--- src/rtl/z80_bus_capture.sv ---
// Passive Z80 bus monitor: one record per completed bus cycle, visible 1 clk after COMMIT, in a FWFT FIFO on rec_valid/rec_ready.
// A full FIFO without a pop drops the record and counts it. Define BUSCAP_RFSH_CAPTURE_EN to also record refresh cycles.
module z80_bus_capture #(
  parameter int DEPTH = 16,
  parameter int CNT_W = 8
) (
  input  logic             clk,
  input  logic             reset_n,
  input  logic             m1_n,
  input  logic             mreq_n,
  input  logic             iorq_n,
  input  logic             rd_n,
  input  logic             wr_n,
  input  logic             rfsh_n,
  input  logic [15:0]      A,
  input  logic [7:0]       di,
  input  logic [7:0]       dout,
  output logic             rec_valid,
  input  logic             rec_ready,
  output logic [2:0]       rec_type,
  output logic [15:0]      rec_addr,
  output logic [7:0]       rec_data,
  output logic             overflow,
  output logic [CNT_W-1:0] drop_cnt,
  input  logic             clr
);
  localparam int AW = $clog2(DEPTH);
  localparam logic [AW:0] PTR_ONE = 1;
  localparam logic [2:0] T_OPFETCH = 3'd0, T_MEMRD = 3'd1, T_MEMWR = 3'd2, T_IORD = 3'd3,
                         T_IOWR = 3'd4, T_INTACK = 3'd5, T_REFRESH = 3'd6;

  typedef struct packed {
    logic [2:0]  typ;
    logic [15:0] addr;
    logic [7:0]  data;
  } rec_t;

  typedef enum logic [1:0] {IDLE, ACTIVE, COMMIT} state_t;

  function automatic logic [7:0] pick_data(input logic [2:0] t, input logic [7:0] rdat,
                                           input logic [7:0] wdat);
    case (t)
      T_MEMWR, T_IOWR: return wdat;
      T_REFRESH:       return 8'h00;
      default:         return rdat;
    endcase
  endfunction

  logic        m1_q, mreq_q, iorq_q, rd_q, wr_q, rfsh_q;
  logic [15:0] a_q;
  logic [7:0]  di_q, dout_q;

  always_ff @(posedge clk or negedge reset_n) begin
    if (!reset_n) begin
      m1_q   <= 1'b1;
      mreq_q <= 1'b1;
      iorq_q <= 1'b1;
      rd_q   <= 1'b1;
      wr_q   <= 1'b1;
      rfsh_q <= 1'b1;
      a_q    <= '0;
      di_q   <= '0;
      dout_q <= '0;
    end else begin
      m1_q   <= m1_n;
      mreq_q <= mreq_n;
      iorq_q <= iorq_n;
      rd_q   <= rd_n;
      wr_q   <= wr_n;
      rfsh_q <= rfsh_n;
      a_q    <= A;
      di_q   <= di;
      dout_q <= dout;
    end
  end

  logic       act;
  logic [2:0] dec_type;

  always_comb begin
    act = (!mreq_q || !iorq_q) && (!rd_q || !wr_q || (!m1_q && !iorq_q)) && rfsh_q;
    if (!m1_q && !iorq_q)       dec_type = T_INTACK;
    else if (!m1_q && !mreq_q)  dec_type = T_OPFETCH;
    else if (!mreq_q && !wr_q)  dec_type = T_MEMWR;
    else if (!mreq_q)           dec_type = T_MEMRD;
    else if (!iorq_q && !wr_q)  dec_type = T_IOWR;
    else                        dec_type = T_IORD;
`ifdef BUSCAP_RFSH_CAPTURE_EN
    if (!rfsh_q && !mreq_q) begin
      act      = 1'b1;
      dec_type = T_REFRESH;
    end
`endif
  end

  state_t state, state_nxt;
  logic   latch_cyc, load_data, push;

  always_ff @(posedge clk or negedge reset_n) begin
    if (!reset_n) state <= IDLE;
    else          state <= state_nxt;
  end

  always_comb begin
    state_nxt = state;
    case (state)
      IDLE:    if (act) state_nxt = ACTIVE;
      ACTIVE:  if (!act) state_nxt = COMMIT;
      COMMIT:  state_nxt = act ? ACTIVE : IDLE;
      default: state_nxt = IDLE;
    endcase
  end

  always_comb begin
    latch_cyc = act && (state == IDLE || state == COMMIT);
    load_data = act && (state == ACTIVE);
    push      = (state == COMMIT);
  end

  logic [2:0]  cur_type;
  logic [15:0] cur_addr;
  logic [7:0]  cur_data;

  // Type and address are frozen at cycle start; data keeps tracking until the strobes drop.
  always_ff @(posedge clk or negedge reset_n) begin
    if (!reset_n) begin
      cur_type <= '0;
      cur_addr <= '0;
      cur_data <= '0;
    end else if (latch_cyc) begin
      cur_type <= dec_type;
      cur_addr <= a_q;
      cur_data <= pick_data(dec_type, di_q, dout_q);
    end else if (load_data) begin
      cur_data <= pick_data(cur_type, di_q, dout_q);
    end
  end

  rec_t        mem [DEPTH];
  rec_t        head;
  logic [AW:0] wr_ptr, rd_ptr;
  logic        empty, full, pop, wr_en, drop;

  always_comb begin
    empty = (wr_ptr == rd_ptr);
    full  = (wr_ptr[AW] != rd_ptr[AW]) && (wr_ptr[AW-1:0] == rd_ptr[AW-1:0]);
    pop   = !empty && rec_ready;
    wr_en = push && (!full || pop);
    drop  = push && full && !pop;
    head  = mem[rd_ptr[AW-1:0]];
  end

  always_ff @(posedge clk) begin
    if (wr_en) mem[wr_ptr[AW-1:0]] <= '{typ: cur_type, addr: cur_addr, data: cur_data};
  end

  always_ff @(posedge clk or negedge reset_n) begin
    if (!reset_n) begin
      wr_ptr <= '0;
      rd_ptr <= '0;
    end else begin
      if (wr_en) wr_ptr <= wr_ptr + PTR_ONE;
      if (pop)   rd_ptr <= rd_ptr + PTR_ONE;
    end
  end

  // A drop in the same clock as clr still leaves a visible count of one.
  always_ff @(posedge clk or negedge reset_n) begin
    if (!reset_n) begin
      overflow <= 1'b0;
      drop_cnt <= '0;
    end else if (drop) begin
      overflow <= 1'b1;
      if (clr)                             drop_cnt <= CNT_W'(1);
      else if (drop_cnt != {CNT_W{1'b1}})  drop_cnt <= drop_cnt + CNT_W'(1);
    end else if (clr) begin
      overflow <= 1'b0;
      drop_cnt <= '0;
    end
  end

  assign rec_valid = !empty;
  assign rec_type  = empty ? 3'd0  : head.typ;
  assign rec_addr  = empty ? 16'd0 : head.addr;
  assign rec_data  = empty ? 8'd0  : head.data;

endmodule

--- config.mk ---
export PLATFORM = sky130hd
export DESIGN_NAME = z80_bus_capture
export DESIGN_NICKNAME = d
export VERILOG_FILES = /design/src/rtl/z80_bus_capture.sv
export SDC_FILE = /design/constraint.sdc
export NUM_CORES = 1
export LEC_CHECK = 0
export ABC_CLOCK_PERIOD_IN_PS = 12800
export CAP_MARGIN = 20
export CORE_ASPECT_RATIO = 0.9
export CORE_MARGIN = 2
export CORE_UTILIZATION = 45
export CTS_CLUSTER_DIAMETER = 120
export DETAILED_ROUTE_END_ITERATION = 8
export DONT_BUFFER_PORTS = 1
export GPL_TIMING_DRIVEN = 0
export HOLD_SLACK_MARGIN = 0.05
export SYNTH_ARGS = -nofsm -noshare
export SYNTH_HDL_FRONTEND = slang
export SYNTH_SLANG_ARGS = --single-unit
--- constraint.sdc ---
create_clock -name clk -period 12.8 [get_ports clk]
set_input_delay 2.56 -clock clk [delete_from_list [all_inputs] [get_ports clk]]
set_output_delay 2.56 -clock clk [all_outputs]
set_load 0.005 [all_outputs]
==> summary.md, run 1 <==
| Metric | Value |
|---|---|
| Critical Path RT | 10.24 ns |
| Syn Area/Cell | 20.7 um2 |
| GR met2 Demand/Resource | 30.3% |
| Period minus WS final | 5.69 ns |
| Vias in the first global route | 9,643 |
| Sw Ratio | 29.0% |
| Critical path class | register to output port |
| Leak pwr | 0.00738 uW |
| Final core utilization | 52.2% |
| Die X | 224 um |
| Worst-case reg-to-reg path depth | 6 |
| Initial antenna violation count | 0 |
| Crit path to | rec_addr[1] |
| Routed WL per cell | 26.3 um |
| Synth unique cells | 42 |
| Setup repair after global routing missed its margin | false |
| Final Cycle Share | 44.4% |
| M1 GR Usage | 28.3% |
| Most common cell in the netlist | edfxtp_1 |
| Internal | 3350 uW |
| Starting DRC count in detailed routing | 970 |
| R2R Path Start | rd_ptr[2]$_DFFE_PN0P_ |
| Logic pwr share | 23.5% |
| DR DRC count | 0 |
| Status | finished clean |
| Post-Syn Area | 0.0196 mm2 |
| CP startpoint kind | register |
| Inserted Diodes | 0 |
| Main area contributors after synthesis | edfxtp_1 66%, mux4_2 12%, dfrtp_1 10% |
| Fillers | 3,333 |
| Crit path launch | rd_ptr[2]$_DFFE_PN0P_ |
| Synth Instances | 945 |
| Max_slew headroom | 36.4% |
| MaxCap Viol Count | 0 |
| Tightest Hold Check Type | register to register |
| Reg2Reg Capture Point | mem[4][18]$_DFFE_PP_ |
| Arr. time, crit path | 3.13 ns |
| Net count, final | 1,066 |
| R2r setup slk | 10.13 ns |
| EDFF count, synth | 432 |
| CTS tree | built |
| Tightest Pin Transition | 0.953 ns |
| DIE HEIGHT | 202 um |
| Area Overhead vs Synth | 14.5% |
| Post-synth top flop | edfxtp_1 |
| Post-Route WL | 42.5 mm |
| Setup total negative slack | 0 ns |
| Place WS | 7.70 ns |
| Fin cells | 1,615 |
| Kind of end point of the critical path | output port |
| Synthesis-stage register bit count | 518 |
| Most frequent cells after synthesis | 432 x edfxtp_1, 108 x mux4_2, 80 x dfrtp_1 |
| Setup repair bufs after CTS | 0 |
| Dpl hpwl | 26.7 mm |
| Ports | 79 |
| Sequential share of power | 44.6% |
| First-pass GRT wire length | 64.3 mm |
| Synth area leader | edfxtp_1 |
| Antenna Nets Post-Route | 0 |
| Worst VDD drop | 0.114 mV |
| GRT Resource Usage Total | 19.5% |
| Post-DR vias/cell | 5.85 |
| Syn_nets | 993 |
| Initial Util | 45.6% |
| Layout cells sized above 1 | 24.9% |
| Standard-cell rows | 72 |
| GRT busiest layer | met2 |
| Post_cts resized | 0 |
| Register area share after synthesis | 77.2% |
| IO Port Bufs | 0 |
| Clk buf depth | 3 |
| M3 GR Usage | 4.67% |
| Initial DRT Pass Iterations | 5 |
| Final count of negative-setup-slack endpoints | 0 |
| Core ar. | 0.0430 mm2 |
| Cells after DPL | 1,519 |
| Worst-skew pair later-pin latency | 0.58 ns |
| Gpl congestion | 0.735 |
| Pwr dens | 210 mW/mm2 |
| Die Area | 0.0453 mm2 |
| Crit Path Max Fanout | 10 |
| Clock power share | 31.9% |
| CTS Sinks | 518 |
| CTS H-tree lvls | 2 |
| Fmax | 0.176 GHz |
| Count of final hold-check violations | 0 |
| CTS Hold Bufs | 0 |
| Sw power | 1370 uW |
| CTS buffer count | 52 |
| Largest net degree at the start of global routing | 87 |
| Max Slew Vio Count | 0 |
| Synth top area share | 66.2% |
| Via count | 9,445 |
| Synth warnings | 0 |
| Clk slew on worst S/H paths | 0.06 ns |
| Pwr Total | 4710 uW |
| Clock Skews | 0.0175 ns |
| Total gr overflow | 0 |
| Asr flop ratio synth | 16.6% |
| Final worst slack | 7.11 ns |
| Clock Tree Root | clkbuf_16 |
## through the flow
stage	hold slack (ns)	instance area, um2
4_1_cts	0.475	22400
3_3_place_gp	0.458	20300
6_report	0.472	22400
5_1_grt	0.488	22400
2_1_floorplan	0.448	19600
3_5_place_dp	0.461	20800
## routing by layer
metal | up-vias | routed length [um]
met5 | - | 0
li1 | 4055 | -
met2 | 286 | 20000
met1 | 5048 | 18800
met3 | 56 | 3110
met4 | 0 | 634
## power by group through the flow
stage | Clock (uW) | Sequential (uW) | Combinational (uW)
6_report | 1500 | 2100 | 1110
5_1_grt | 1610 | 2120 | 1200
4_1_cts | 1540 | 2100 | 1140
3_5_place_dp | 0 | 2140 | 1130
3_3_place_gp | 0 | 2130 | 1110
2_1_floorplan | 0 | 2090 | 786
## how the worst min path moves through the flow
stage / from / end / slack, ns / depth (start not counted)
global placement: a_q[0]$_DFF_PN0_ / cur_addr[0]$_DFFE_PN0P_ / 0.46 / 1
detailed placement: a_q[7]$_DFF_PN0_ / cur_addr[7]$_DFFE_PN0P_ / 0.46 / 1
global route: a_q[15]$_DFF_PN0_ / cur_addr[15]$_DFFE_PN0P_ / 0.49 / 1
CTS: a_q[2]$_DFF_PN0_ / cur_addr[2]$_DFFE_PN0P_ / 0.48 / 1
floorplan: state[1]$_DFFE_PN0P_ / state[0]$_DFFE_PN0P_ / 0.45 / 1
finish: a_q[2]$_DFF_PN0_ / cur_addr[2]$_DFFE_PN0P_ / 0.47 / 1
## critical path, stage by stage (launching register included)
cell,delay (ns)
dfrtp_1,0.32
buf_2,0.19
and2_1,0.14
buf_1,0.53
clkbuf_1,0.76
a22oi_1,0.26
a21oi_1,0.35
## area by class of cell
class / count / area [um2] / area share [%]
plain buffers: 51 / 214 / 0.953
repair buffers: 19 / 410 / 1.83
clock buffers: 72 / 1450 / 6.45
clock inverters: 24 / 239 / 1.06
multi-input cells: 372 / 4290 / 19.1
flip-flops and latches: 518 / 15100 / 67.4
well taps: 555 / 694 / 3.09
inverters: 4 / 15.0 / 0.0669
## placed cells by master (no fill, tap or decap), drive strengths merged, types with 13 or more instances in the layout
cell and count:
mux4 108, edfxtp 432, clkbuf 100, and3 16, nor2 13, mux2 18, buf 42, dfrtp 80
nand2 25, clkinv 19, a22oi 63, a21oi 44
## sequential cells by signal, indices dropped and copies added, names as in the netlist, 2 cells and up
register  count
wr_ptr        5
di_q          8
state         2
a_q          16
cur_addr     16
cur_data      8
dout_q        8
rd_ptr        5
mem         432
drop_cnt      8
cur_type      3
## kinds of logic after synthesis
logic type,synth area share (%)
mux,13.5
xor+xnor,0.670
buf+inv,1.17
simple gates,2.85
compound gates,4.25
fa+ha+maj,0.383
flops,77.2
(Power assumes the default switching activity.)
==> run 2: changes to the inputs <==
--- a/config.mk
+++ b/config.mk
@@ -5,7 +5,7 @@
 export SDC_FILE = /design/constraint.sdc
 export NUM_CORES = 1
 export LEC_CHECK = 0
-export ABC_CLOCK_PERIOD_IN_PS = 12800
+export ABC_CLOCK_PERIOD_IN_PS = 5600
 export CAP_MARGIN = 20
 export CORE_ASPECT_RATIO = 0.9
 export CORE_MARGIN = 2
==> constraint.sdc (replaced) <==
create_clock -name clk -period 5.6 [get_ports clk]
set_input_delay 1.12 -clock clk [delete_from_list [all_inputs] [get_ports clk]]
set_output_delay 1.12 -clock clk [all_outputs]
set_load 0.005 [all_outputs]
==> results of run 2 <==
The final DEF is identical to that of run 1. Status: finished clean.
Among the figures that moved: setup slack after placement 7.70 ns -> 1.94 ns; setup slack after layout 7.11 ns -> 1.35 ns; hold slack 0.472 ns -> 0.241 ns; register-to-register setup slack 10.13 ns -> 2.93 ns; total power 4710 uW -> 10800 uW; worst IR drop on VDD 0.114 mV -> 0.262 mV
